<file path="src/rtl/rtc_set_controller.sv">
// Real-time clock with a button-driven set mode.
// Counts seconds, minutes and hours from tick_1hz while in RUN. btn_mode steps
// through the time-set states and btn_inc increments the field being set.
// Optional alarm support is enabled by defining RTC_ALARM_EN. Without it, the
// alarm registers are absent and alarm_hit is held at 0.
module rtc_set_controller #(
  parameter int MAX_HOUR = 23
) (
  input  logic       clk,
  input  logic       reset,
  input  logic       tick_1hz,
  input  logic       btn_mode,
  input  logic       btn_inc,
  output logic [4:0] hours,
  output logic [5:0] minutes,
  output logic [5:0] seconds,
  output logic [2:0] mode,
  output logic       blink,
  output logic       day_pulse,
  output logic       alarm_hit
);

  localparam logic [4:0] MAX_H  = MAX_HOUR[4:0];
  localparam logic [5:0] MAX_MS = 6'd59;

  typedef enum logic [2:0] {
    RUN    = 3'd0,
    SET_H  = 3'd1,
    SET_M  = 3'd2,
    SET_S  = 3'd3,
    SET_AH = 3'd4,
    SET_AM = 3'd5
  } state_t;

  state_t     state_q, state_d;
  logic [4:0] hours_q, hours_d;
  logic [5:0] minutes_q, minutes_d;
  logic [5:0] seconds_q, seconds_d;
  logic       blink_q, blink_d;
  logic       day_pulse_q, day_pulse_d;
  logic       alarm_hit_q, alarm_hit_d;
`ifdef RTC_ALARM_EN
  logic [4:0] alarm_h_q, alarm_h_d;
  logic [5:0] alarm_m_q, alarm_m_d;
`endif

  // The state that follows the current one on a btn_mode press.
  function automatic state_t next_mode(input state_t s);
    case (s)
      RUN:     next_mode = SET_H;
      SET_H:   next_mode = SET_M;
      SET_M:   next_mode = SET_S;
`ifdef RTC_ALARM_EN
      SET_S:   next_mode = SET_AH;
      SET_AH:  next_mode = SET_AM;
`endif
      default: next_mode = RUN;
    endcase
  endfunction

  // Next-state logic for the mode FSM, the time fields, blink and the event pulses.
  always_comb begin
    state_d     = state_q;
    hours_d     = hours_q;
    minutes_d   = minutes_q;
    seconds_d   = seconds_q;
    blink_d     = blink_q;
    day_pulse_d = 1'b0;
    alarm_hit_d = 1'b0;
`ifdef RTC_ALARM_EN
    alarm_h_d   = alarm_h_q;
    alarm_m_d   = alarm_m_q;
`endif
    case (state_q)
      RUN: begin
        blink_d = 1'b0;
        if (tick_1hz) begin
          if (seconds_q == MAX_MS) begin
            seconds_d = '0;
            if (minutes_q == MAX_MS) begin
              minutes_d = '0;
              if (hours_q == MAX_H) begin
                hours_d     = '0;
                day_pulse_d = 1'b1;
              end else begin
                hours_d = hours_q + 5'd1;
              end
            end else begin
              minutes_d = minutes_q + 6'd1;
            end
          end else begin
            seconds_d = seconds_q + 6'd1;
          end
`ifdef RTC_ALARM_EN
          alarm_hit_d = (hours_d == alarm_h_q) && (minutes_d == alarm_m_q) &&
                        (seconds_d == '0);
`endif
        end
        // A press that coincides with a tick keeps the tick's increment.
        if (btn_mode) begin
          state_d = SET_H;
          blink_d = 1'b1;
        end
      end
      SET_H, SET_M, SET_S
`ifdef RTC_ALARM_EN
      , SET_AH, SET_AM
`endif
      : begin
        if (btn_mode) begin
          // A simultaneous btn_inc is dropped. Blink restarts lit in the new field.
          state_d = next_mode(state_q);
          blink_d = (next_mode(state_q) != RUN);
        end else begin
          if (btn_inc) begin
            case (state_q)
              SET_H:   hours_d   = (hours_q   == MAX_H)  ? '0 : hours_q   + 5'd1;
              SET_M:   minutes_d = (minutes_q == MAX_MS) ? '0 : minutes_q + 6'd1;
              SET_S:   seconds_d = (seconds_q == MAX_MS) ? '0 : seconds_q + 6'd1;
`ifdef RTC_ALARM_EN
              SET_AH:  alarm_h_d = (alarm_h_q == MAX_H)  ? '0 : alarm_h_q + 5'd1;
              SET_AM:  alarm_m_d = (alarm_m_q == MAX_MS) ? '0 : alarm_m_q + 6'd1;
`endif
              default: ;
            endcase
          end
          if (tick_1hz) blink_d = ~blink_q;
        end
      end
      default: begin
        state_d = RUN;
        blink_d = 1'b0;
      end
    endcase
  end

  // All state and output registers, with an asynchronous active-high reset.
  always_ff @(posedge clk or posedge reset) begin
    if (reset) begin
      state_q     <= RUN;
      hours_q     <= '0;
      minutes_q   <= '0;
      seconds_q   <= '0;
      blink_q     <= 1'b0;
      day_pulse_q <= 1'b0;
      alarm_hit_q <= 1'b0;
`ifdef RTC_ALARM_EN
      alarm_h_q   <= '0;
      alarm_m_q   <= '0;
`endif
    end else begin
      state_q     <= state_d;
      hours_q     <= hours_d;
      minutes_q   <= minutes_d;
      seconds_q   <= seconds_d;
      blink_q     <= blink_d;
      day_pulse_q <= day_pulse_d;
      alarm_hit_q <= alarm_hit_d;
`ifdef RTC_ALARM_EN
      alarm_h_q   <= alarm_h_d;
      alarm_m_q   <= alarm_m_d;
`endif
    end
  end

  assign hours     = hours_q;
  assign minutes   = minutes_q;
  assign seconds   = seconds_q;
  assign mode      = state_q;
  assign blink     = blink_q;
  assign day_pulse = day_pulse_q;
  assign alarm_hit = alarm_hit_q;

endmodule
</file>
<file path="config.mk">
export PLATFORM = sky130hd
export DESIGN_NAME = rtc_set_controller
export DESIGN_NICKNAME = d
export VERILOG_FILES = /design/src/rtl/rtc_set_controller.sv
export SDC_FILE = /design/constraint.sdc
export NUM_CORES = 1
export LEC_CHECK = 0
export BUFFER_PORTS_ARGS = -buffer_cell sky130_fd_sc_hd__buf_2
export CAP_MARGIN = 25
export CORE_UTILIZATION = 59
export CTS_BUF_LIST = sky130_fd_sc_hd__clkbuf_8
export DETAILED_ROUTE_END_ITERATION = 10
export PLACE_DENSITY = 0.86
export RECOVER_POWER = 100
export SKIP_LAST_GASP = 1
export SYNTH_ARGS = -nofsm -noshare
export SYNTH_HDL_FRONTEND = slang
export SYNTH_SLANG_ARGS = --single-unit
</file>
<file path="constraint.sdc">
create_clock -name clk -period 4.75 [get_ports clk]
set_input_delay 0.95 -clock clk [delete_from_list [all_inputs] [get_ports clk]]
set_output_delay 0.95 -clock clk [all_outputs]
set_load 0.01 [all_outputs]
</file>
======== After elaboration in Yosys (flattened, before gate mapping) ========
Index checks and enable logic that the tools add are counted.
W data, S select, Z words.
word-level totals
  flip-flop bits (word level) ............. 22
  latch bits .............................. 0
  memory bits (writable) .................. 0
  bits in read-only memories .............. 0
  input port bits ......................... 5
  output and inout port bits .............. 23
  logic and storage cells ................. 72
  memories kept ........................... 0
operators by class
  add/subtract/negate cells ............... 3
  $mul .................................... 0
  div/mod/pow operators ................... 0
  order comparisons ....................... 0
  eq/ne operators ......................... 17
  shifts and indexed selects .............. 0
  mux-type cells .......................... 37
  bitwise logic cells ..................... 1
  reduce and logical (&&, ||, !) cells .... 8
operator list
  operator               number
  $mux W6                11
  $mux W5                7
  $pmux W6 S2            2
  $ne A2 B2 Y1 const B   10
  $add A6 B1 Y6 const B  2
  $eq A6 B6 Y1 const B   2
  $mux W3                4
  $pmux W5 S2            1
  $mux W1                8
  $reduce_and A7 Y1      1
  $eq A3 B2 Y1 const B   2
  $pmux W2 S3            1
  $pmux W3 S2            1
  $reduce_and A6 Y1      1
  $add A5 B1 Y5 const B  1
  $eq A5 B5 Y1 const B   1
  $reduce_and A5 Y1      1
  $pmux W2 S2            1
  $eq A3 B1 Y1 const B   1
  $logic_not A3 Y1       1
  $ne A3 B3 Y1 const B   1
  $reduce_bool A3 Y1     1
  $reduce_or A3 Y1       1
  $pmux W1 S2            1
  other kinds (3)        3

======== Longest topological paths before layout ========
  depth in word-level cells ............... 7
  gate-level depth with buffers ........... 6
  gate-level depth less buffers ........... 6

======== Least setup slack after synthesis ========
OpenSTA, ideal clock, no wires.
  kind .................................... input to register
  start ................................... in btn_mode
  end ..................................... reg hours_q[3], in the netlist hours[3]
  library setup time ...................... 0.128 ns
  data arrival time ....................... 2.039 ns
  slack ................................... 2.583 ns
  cell stages on the path ................. 4
  path buffers ............................ 0
  cells stage by stage .................... or3b_4 > and2_4 > a211oi_2 > mux2_1
between the ends
  word-level cells in the longest chain between the ends .. 2
RTL lines
  what                                RTL line  text
  start, declared                     12        input logic btn_mode,
  $ne A2 B2 Y1 (no source line)       -
  $reduce_and A7 Y1 (no source line)  -
  end signal, assigned                153       hours_q <= hours_d;
  end, declared                       36        logic [4:0] hours_q, hours_d;
No other way between the ends.
A chain may end at the register's enable or synchronous reset.

======== Final worst setup path ========
  start ................................... reg minutes_q[0], in the netlist minutes[0]
  end ..................................... reg hours_q[3], in the netlist hours[3]
between the ends
  word-level cells in the longest chain between the ends .. 3
RTL lines
  what                                RTL line  text
  start, declared                     37        logic [5:0] minutes_q, minutes_d;
  start signal, assigned              154       minutes_q <= minutes_d;
  $eq A6 B6 Y1                        80        if (minutes_q == MAX_MS) begin
  $ne A2 B2 Y1 (no source line)       -
  $reduce_and A7 Y1 (no source line)  -
No other way between the ends.

==> metrics.md <==
| Metric | Value |
|---|---|
| Post-DP HPWL | `~1700 µm` |
| TNS Setup | `0 ns` |
| Fin crit share | `47.7%` |
| CP cell instances | `ha_1, nand4b_1, or4_1, a211oi_1, mux2_1` |
| Commonest non-fill, non-tap cells in the layout | `dfrtp_1 (21), clkbuf_1 (21), nor2_1 (11), o21ai_0 (11), nand2_1 (9)` |
| Buffer count from post-CTS setup fixing | `0` |
| DR iter-0 viols | `19` |
| Post-Route WL | `roughly 2300 µm` |
| I/O Pins | `28` |
| Number of global-route vias before repair | `between 800 and 900` |
| First-pass GRT wire length | `about 3600 µm` |
| #FFs+latches synth | `21` |
| GP Congestion | `0.755` |
| Crit start category | `flip-flop` |
| Power density cells | `about 550 mW/mm²` |
| Vias per inst | `between 5 and 6` |
| Critical Path Slowest Stage Cell | `or4_1` |
| Pin count of the biggest net entering global routing | `22` |
| Fraction of registers with async set/reset | `100%` |
| Nets | `159` |
| Worst-Skew Late Latency | `~0.26 ns` |
| Total number of vias | `between 900 and 1,000` |
| CP Launch Point | `minutes[0]$_DFFE_PP0P_` |
| Crit path arrival time | `roughly 2.4 ns` |
| Cts repair resizes | `0` |
| Max Clock Freq | `roughly 440 MHz` |
| Maximum vdd drop | `between 0.0003 and 0.0004 V` |
| Clock tree sinks | `21` |
| CP endpoint kind | `flip-flop` |
| Minimum hold slack | `about 0.52 ns` |
| Hold Fails Final Rpt | `0` |
| Clock transition at path regs | `around 0.07 ns` |
| Max-cap violations | `0` |
| Post-route ant nets | `0` |
| Die height | `47.8 µm` |
| Critical path endpoint | `hours[3]$_DFFE_PP0P_` |
| Yosys top cell area share | `between 40% and 50%` |
| TritonCTS buffer count | `3` |
| FF-to-FF End | `hours[3]$_DFFE_PP0P_` |
| EDFF count, synth | `0` |
| Row count | `16` |
| Syn Area/Cell | `approximately 11 µm²` |
| IO Port Bufs | `25` |
| Post-CTS Hold Buffers | `0` |
| Total power | `0.755 mW` |
| Top_reg_cell synth | `dfrtp_1` |
| Crit-path max FO | `6` |
| Share of cells above drive strength 1 | `between 10% and 20%` |
| CTS H-tree depth | `1` |
| FF-to-FF setup slack | `approximately 2.5 ns` |
| Final Max Tran Viols | `0` |
| Outcome | `finished, final reports clean` |
| Sequential element share of the synthesized area | `~42%` |
| Worst hold start | `seconds[4]$_DFFE_PP0P_` |
| Util after Layout | `between 60% and 70%` |
| Synth unique cells | `37` |
| Worst-Margin Slew | `between 0.7 and 0.8 ns` |
| Tot GR Track Use | `a little under a quarter` |
| Die area | `0.00229 mm²` |
| Clk root buf | `clkbuf_8` |
| CP Data Required Time | `4.89 ns` |
| Area leader, netlist | `dfrtp_1` |
| Mapped Cells | `about 120` |
| Dominant cells by area after synthesis | `dfrtp_1 (42%), ha_1 (8.1%), mux2_2 (7.3%), o21ai_0 (4.4%), nor2_1 (3.3%)` |
| Avg WL per Cell | `approximately 13 µm` |
| Core area | `between 0.0015 and 0.002 mm²` |
| Hold Crit Class | `flip-flop to flip-flop` |
| Kind of critical path | `flip-flop to flip-flop` |
| Antenna Cells | `0` |
| Syn-to-layout area delta | `9.89%` |
| Die Width | `47.8 µm` |
| Worst R2R Path Depth | `5` |
| DRC viols | `0` |
| CTS tree | `built` |
| Slowest stage delay, CP | `0.62 ns` |
| Initial antenna violation count | `0` |
| Overflow left after global routing | `0` |
| Setup Viol. Count Final | `0` |
| Initial Utilization | `approximately 63%` |
| Max Root-Sink Buffers | `2` |
| Rel. slew slack | `48.9%` |
| Post-Syn Area | `0.00124 mm²` |
| Unrepaired setup endpoints after global routing | `no` |
| Final Critical Period | `around 2.3 ns` |
| Leak | `0.631 nW` |
| Yosys warning total | `0` |
| Router iterations before antenna repair | `4` |
| Worst R2R Start | `minutes[0]$_DFFE_PP0P_` |
| Clk_skew | `0.00115 ns` |
==> cells by family (layout without fill, tap and decap cells) <==
family | count (synthesis) | count (layout) | synth area share, %
AND/OR/NAND/NOR | 37 | 37 | 18.5
other | 1 | 2 | 0.302
adder cells (fa/ha/maj) | 8 | 8 | 8.07
AO/OA/AOI/OAI | 29 | 29 | 17.0
XOR/XNOR | 2 | 2 | 1.41
buffers and inverters | 9 | 36 | 3.33
flip-flops | 21 | 21 | 42.4
multiplexers | 10 | 10 | 9.08
==> worst min path at each step <==
stage                             endpoint  slack, ns  cells past startpoint
detailed placement  seconds[4]$_DFFE_PP0P_       0.51                      1
floorplan           seconds[4]$_DFFE_PP0P_       0.54                      1
finish              seconds[4]$_DFFE_PP0P_       0.52                      1
CTS                 seconds[4]$_DFFE_PP0P_       0.53                      1
global placement    seconds[4]$_DFFE_PP0P_       0.51                      1
global route        seconds[4]$_DFFE_PP0P_       0.57                      1
==> cells in the mapped netlist, types with 2 or more instances <==
master	instances
a211oi_2	3
a21oi_1	2
a21oi_2	2
a22o_1	2
a31oi_1	3
buf_4	2
dfrtp_1	21
ha_1	8
inv_1	7
mux2_1	2
mux2_2	8
nand2_1	9
nand3_1	3
nor2_1	11
o21ai_0	11
xor2_1	2
==> flip-flops by register name (all words and copies together) (netlist names) <==
register and count:
blink 1, hours 5, minutes 6, seconds 6, day_pulse 1, mode 2
==> final cells by class <==
class / instances / area, µm²
Multi-Input combinational cell: 88 / 633
Fill cell: 176 / 599
Sequential cell: 21 / 526
Timing Repair Buffer: 25 / 98.8
Clock buffer: 3 / 41.3
Tap cell: 27 / 33.8
Inverter: 7 / 26.3
Clock inverter: 1 / 3.75
==> worst max-delay path, delay by kind of cell (launching register included) <==
family                     cells  cell delay, ns
adders and majority gates      1            0.24
muxes                          1            0.36
DFF                            1            0.43
and+or+nand+nor                2            0.81
AOI/OAI and AO/OA              1            0.31
==> metrics by stage <==
step | worst slack [ns] | cells | area (µm²)
5_1_grt | 2.38 | 172 | 1360
3_3_place_gp | 2.41 | 168 | 1390
2_1_floorplan | 2.58 | 118 | 1240
3_5_place_dp | 2.36 | 168 | 1390
4_1_cts | 2.63 | 172 | 1430
6_report | 2.48 | 172 | 1360
==> power breakdown <==
group          internal (mW)  switching (mW)
Combinational          0.140           0.176
Sequential             0.242          0.0856
Clock                 0.0575          0.0549
==> metal layers <==
metal	share of wire, %	vias to the layer above	GRT usage [%]
met2	47	22	35.9
li1	-	478	-
met4	1.7	0	10.0
met5	0	-	0
met1	48	455	30.7
met3	3.1	6	3.02
Power figures use the tool's default switching activity.
